[src/rtl/lsu.sv]
// Multicycle load/store unit: one operation at a time, single data-memory request, aligned/extended load result.
// Optional build macro LSU_MISALIGN_CHECK_EN enables misaligned-access detection on accept.
module lsu #(
  parameter int AW = 32,
  parameter int DW = 32
) (
  input  logic          clk,
  input  logic          rst,
  input  logic          in_valid,
  output logic          in_ready,
  input  logic          mem_read,
  input  logic          mem_write,
  input  logic [2:0]    func3,
  input  logic [AW-1:0] addr,
  input  logic [DW-1:0] wdata,
  output logic          dmem_req_valid,
  input  logic          dmem_req_ready,
  output logic          dmem_we,
  output logic [AW-1:0] dmem_addr,
  output logic [DW-1:0] dmem_wdata,
  output logic [3:0]    dmem_wstrb,
  input  logic          dmem_resp_valid,
  input  logic [DW-1:0] dmem_rdata,
  output logic          mem_finish,
  input  logic          wb_ready,
  output logic [DW-1:0] mem_rdata,
  output logic          mem_err
);

  typedef enum logic [1:0] {IDLE, REQ, WAIT, DONE} state_t;

  state_t        state, state_next;
  logic [AW-1:0] addr_q;
  logic [DW-1:0] wdata_q;
  logic [2:0]    func3_q;
  logic          we_q;
  logic [DW-1:0] rdata_q;
  logic [1:0]    off;
  logic [DW-1:0] sh;
  logic [DW-1:0] load_ext;
  logic          is_mem;
  logic          capture;
  logic          misaligned;

  // Unlisted func3 codes fall through to word access everywhere.
  function automatic logic [1:0] lane_off(input logic [2:0] f3, input logic [1:0] a);
    case (f3)
      3'b000, 3'b100: return a;
      3'b001, 3'b101: return {a[1], 1'b0};
      default:        return 2'b00;
    endcase
  endfunction

  assign is_mem = mem_read | mem_write;
  assign off    = lane_off(func3_q, addr_q[1:0]);
  assign sh     = dmem_rdata >> {off, 3'b000};

`ifdef LSU_MISALIGN_CHECK_EN
  logic err_q;

  always_comb begin
    misaligned = 1'b0;
    case (func3)
      3'b000, 3'b100: misaligned = 1'b0;
      3'b001, 3'b101: misaligned = addr[0];
      default:        misaligned = |addr[1:0];
    endcase
  end

  assign mem_err = err_q;
`else
  assign misaligned = 1'b0;
  assign mem_err    = 1'b0;
`endif

  assign in_ready       = (state == IDLE);
  assign dmem_req_valid = (state == REQ);
  assign mem_finish     = (state == DONE);
  assign dmem_we        = we_q;
  assign dmem_addr      = {addr_q[AW-1:2], 2'b00};
  assign dmem_wdata     = wdata_q << {off, 3'b000};
  assign mem_rdata      = rdata_q;

  always_comb begin
    dmem_wstrb = 4'b0000;
    if (we_q) begin
      case (func3_q)
        3'b000:  dmem_wstrb = 4'b0001 << off;
        3'b001:  dmem_wstrb = 4'b0011 << off;
        default: dmem_wstrb = 4'b1111;
      endcase
    end
  end

  always_comb begin
    load_ext = '0;
    if (!we_q) begin
      case (func3_q)
        3'b000:  load_ext = {{(DW-8){sh[7]}}, sh[7:0]};
        3'b001:  load_ext = {{(DW-16){sh[15]}}, sh[15:0]};
        3'b100:  load_ext = {{(DW-8){1'b0}}, sh[7:0]};
        3'b101:  load_ext = {{(DW-16){1'b0}}, sh[15:0]};
        default: load_ext = sh;
      endcase
    end
  end

  // A response coincident with the request handshake is taken straight into DONE.
  assign capture = ((state == REQ) && dmem_req_ready && dmem_resp_valid) ||
                   ((state == WAIT) && dmem_resp_valid);

  always_comb begin
    state_next = state;
    case (state)
      IDLE: begin
        if (in_valid) begin
          if (is_mem && !misaligned) state_next = REQ;
          else                       state_next = DONE;
        end
      end
      REQ: begin
        if (dmem_req_ready) state_next = dmem_resp_valid ? DONE : WAIT;
      end
      WAIT: begin
        if (dmem_resp_valid) state_next = DONE;
      end
      DONE: begin
        if (wb_ready) state_next = IDLE;
      end
      default: state_next = IDLE;
    endcase
  end

  always_ff @(posedge clk or negedge rst) begin
    if (!rst) begin
      state   <= IDLE;
      addr_q  <= '0;
      wdata_q <= '0;
      func3_q <= '0;
      we_q    <= 1'b0;
      rdata_q <= '0;
`ifdef LSU_MISALIGN_CHECK_EN
      err_q   <= 1'b0;
`endif
    end else begin
      state <= state_next;
      if (state == IDLE && in_valid) begin
        addr_q  <= addr;
        wdata_q <= wdata;
        func3_q <= func3;
        we_q    <= mem_write;
        rdata_q <= '0;
`ifdef LSU_MISALIGN_CHECK_EN
        err_q   <= is_mem & misaligned;
`endif
      end
      if (capture) rdata_q <= load_ext;
    end
  end

endmodule

[config.mk]
export PLATFORM = sky130hd
export DESIGN_NAME = lsu
export DESIGN_NICKNAME = d
export VERILOG_FILES = /design/src/rtl/lsu.sv
export SDC_FILE = /design/constraint.sdc
export NUM_CORES = 1
export LEC_CHECK = 0
export ABC_AREA = 1
export CORE_MARGIN = 4
export CORE_UTILIZATION = 30
export DETAILED_ROUTE_END_ITERATION = 7
export GPL_TIMING_DRIVEN = 1
export MAX_ROUTING_LAYER = met4
export PLACE_DENSITY = 0.7
export SYNTH_ARGS = -nofsm -noshare
export SYNTH_HDL_FRONTEND = slang
export SYNTH_SLANG_ARGS = --single-unit
[constraint.sdc]
create_clock -name clk -period 2.4 [get_ports clk]
set_clock_uncertainty 0.2 [all_clocks]
set_input_delay 0.6 -clock clk [delete_from_list [all_inputs] [get_ports clk]]
set_output_delay 0.6 -clock clk [all_outputs]
set_load 0.02 [all_outputs]
==> results.md <==
- Clock latency on the worst-skew pair: 350 ps
- Max-Cap Viols: 0
- First-pass GRT wire length: 28300 microns
- Worst hold endpoint: addr_q[2]$_DFFE_PN0P_
- Row count: 49
- CTS clock-pin slew for the worst setup and hold paths: 80 ps
- RR Endpoint: mem_rdata[16]$_DFFE_PN0P_
- CTS tree: built
- DRC: 0
- Share of layout cells above drive strength 1: 0.203
- Most frequent cells in the layout: nand2_1 (326), clkdlybuf4s50_1 (168), dfrtp_1 (101)
- Port Buffers: 208
- Largest net degree at the start of global routing: 60
- Clock root buffer: clkbuf_16
- Max Fclk: 391 MHz
- Leakage Power: 4.30 nW
- Layout area overhead: 56.7%
- Most common cell after layout, fill and taps aside: nand2_1
- Filler cells: 1744
- Worst Tran Pin Value: 490 ps
- Post-DP HPWL: 13300 microns
- Drt first pass iters: 5
- Violated checks: setup timing
- Period utilisation layout: 1.06
- TritonCTS Buffers: 9
- Initial Util: 0.307
- Post-Syn Instances: 741
- # IOs: 212
- Pins over their slew limit: 0
- Clock buffer depth: 2
- Dpl cells: 1144
- Initial DRC Count: 252
- H-tree levels: 3
- Mapped Area: 5560 sq um
- Placed cell area: 7830 sq um
- Critical Path Fanout Max: 4
- Reg2reg setup slack: 120 ps
- Die H: 144 microns
- Initial antenna violation count: 1
- Crit path kind: flop to output pin
- Die W: 144 microns
- Placer Congestion: 0.925
- Total number of vias: 5617
- Vias in the first global route: 5429
- Worst hold start: addr_q[2]$_DFFE_PN0P_
- Core Area: 18100 sq um
- Aggregate global-route resource usage: 0.180
- Worst EP arrival: 1760 ps
- Cell Pwr Density: 1430 nW/um^2
- R2R Path Start: func3_q[1]$_DFFE_PN0P_
- Final WL: 19000 microns
- Cell depth of the worst hold path: 2
- Final instance area: 8710 sq um
- Die area: 20800 sq um
- Worst R2R Path Depth: 12
- Register bit count reported by yosys: 102
- Period minus WS final: 2560 ps
- Critical Path Sink Type: output pin
- Final setup viols: 31
- Core Util, Final: 0.482
- Via-per-instance ratio: 4.74
- Layout Cells excl Fill: 1186
- Hold Crit Class: flop to flop
- Library cells used by synthesis: 33
- RSZ-0062 raised after global routing: yes
- Antenna viol nets, final: 0
- Warnings, synthesis: 0
- Syn avg cell area: 7.50 sq um
- TritonCTS Sinks: 102
- Routed WL per cell: 16.0 microns
- WP data required: 1600 ps
- Final Hold Fails: 0
- Max IR drop VDD: 591 uV
- Pre-CTS setup slack: -336 ps
- Grt total ovfl: 0
- Slack of the critical path: -156 ps
- Relative slew slack: 0.670
- Sequential element share of the synthesized area: 0.459
- Setup crit start kind: flop
- Status: finished with violations
- Total Nets Final: 1062
cell usage after synthesis:
| cell type | number | area, sq um |
|---|---|---|
| a21oi_1 | 19 | 95.1 |
| dfrtp_1 | 102 | 2550 |
| buf_8 | 1 | 15.0 |
| ha_1 | 4 | 50.1 |
| nand3_2 | 2 | 20.0 |
| nand2_8 | 1 | 20.0 |
| buf_6 | 3 | 33.8 |
| nand2_1 | 341 | 1280 |
| inv_4 | 1 | 6.26 |
| nand2_4 | 2 | 22.5 |
| nand2_2 | 18 | 113 |
| o21ai_1 | 4 | 20.0 |
| inv_1 | 32 | 120 |
| o22ai_1 | 2 | 12.5 |
| conb_1 | 1 | 3.75 |
| or2_2 | 2 | 12.5 |
| nor3_1 | 1 | 5.00 |
| inv_2 | 2 | 7.51 |
| buf_4 | 36 | 270 |
| nand3_4 | 3 | 52.6 |
| mux2i_1 | 8 | 80.1 |
| nor2_1 | 22 | 82.6 |
| o21ai_0 | 51 | 255 |
| nor2_2 | 2 | 12.5 |
| o211ai_1 | 6 | 45.0 |
| nand3_1 | 30 | 150 |
| a31oi_1 | 9 | 56.3 |
| buf_2 | 14 | 70.1 |
| clkbuf_1 | 15 | 56.3 |
| inv_6 | 1 | 8.76 |
| clkinv_1 | 1 | 3.75 |
| buf_1 | 4 | 15.0 |
| nor2_4 | 1 | 11.3 |
area by class of cell:
type | instances | area, sq um | area share
timing repair buffer | 266 | 2680 | 0.307
timing repair inverter | 2 | 15.0 | 0.00172
sequential | 102 | 2550 | 0.293
multi-input combinational | 533 | 2700 | 0.310
inverter | 37 | 166 | 0.0191
antenna | 1 | 2.50 | 0.000287
clock inverter | 7 | 82.6 | 0.00948
clock buffer | 9 | 225 | 0.0258
tap | 229 | 287 | 0.0329
logic make-up after synthesis:
| group | share of synthesized area |
|---|---|
| multiplexers | 0.0144 |
| AND/OR/NAND/NOR | 0.321 |
| adder cells (fa/ha/maj) | 0.00900 |
| AO/OA/AOI/OAI | 0.0871 |
| other | 0.000675 |
| flip-flops | 0.459 |
| buffers and inverters | 0.109 |
how the worst max path moves through the flow:
stage                           startpoint             end  slack [ps]  depth (start not counted)
CTS                 func3_q[1]$_DFFE_PN0P_  dmem_wdata[26]        -190                          7
finish              func3_q[0]$_DFFE_PN0P_  dmem_wdata[26]        -160                          7
floorplan           func3_q[0]$_DFFE_PN0P_  dmem_wdata[24]           3                          6
global placement    func3_q[1]$_DFFE_PN0P_   dmem_wstrb[2]        -310                          6
global route        func3_q[1]$_DFFE_PN0P_  dmem_wdata[31]        -250                          7
detailed placement  func3_q[1]$_DFFE_PN0P_   dmem_wstrb[2]        -340                          6
state kept, by name, indices dropped and copies added (netlist names):
name and cells:
dmem_we 1, addr_q 32, mem_rdata 32, func3_q 3
wdata_q 32, state 2
worst max-delay path, cell delays in order, from the launching register on:
cell and delay (ps):
dfrtp_1 410, nor2_4 140, buf_6 150, nand2_8 70, buf_6 140, mux2i_4 190, a21oi_2 170, buf_6 140
power by group:
part	leakage [nW]	switching (mW)	internal (mW)
registers	1.30	0.638	2.46
clock network	0.144	0.715	0.825
logic	2.86	4.35	3.49
total	4.30	5.70	6.77
metal layers:
| layer | routed length (microns) | vias to the layer above | GRT usage | share of wire |
|---|---|---|---|---|
| li1 | - | 2722 | - | - |
| met1 | 8070 | 2613 | 0.226 | 0.43 |
| met2 | 8840 | 254 | 0.286 | 0.47 |
| met3 | 1700 | 28 | 0.0453 | 0.089 |
| met4 | 367 | 0 | 0.0555 | 0.019 |
| met5 | 0 | - | - | 0 |
timing repair:
item,in CTS,in global routing
cloned,5,2
endpoints found under the hold margin,16,0
pin swaps,5,12
setup buffers,12,7
gates resized for setup,250,72
endpoints found under the setup margin,38,43
hold buffers,1,0
through the flow:
step                setup TNS, ps  hold slack (ps)  total power [mW]
global placement            -6130              261              9.81
detailed placement          -7100              264              9.89
floorplan                       0              104              7.10
global route                -5960              299              13.3
CTS                         -3750              284              11.9
finish                      -2940              281              12.5
No activity file was read; power rests on OpenSTA's default activity.
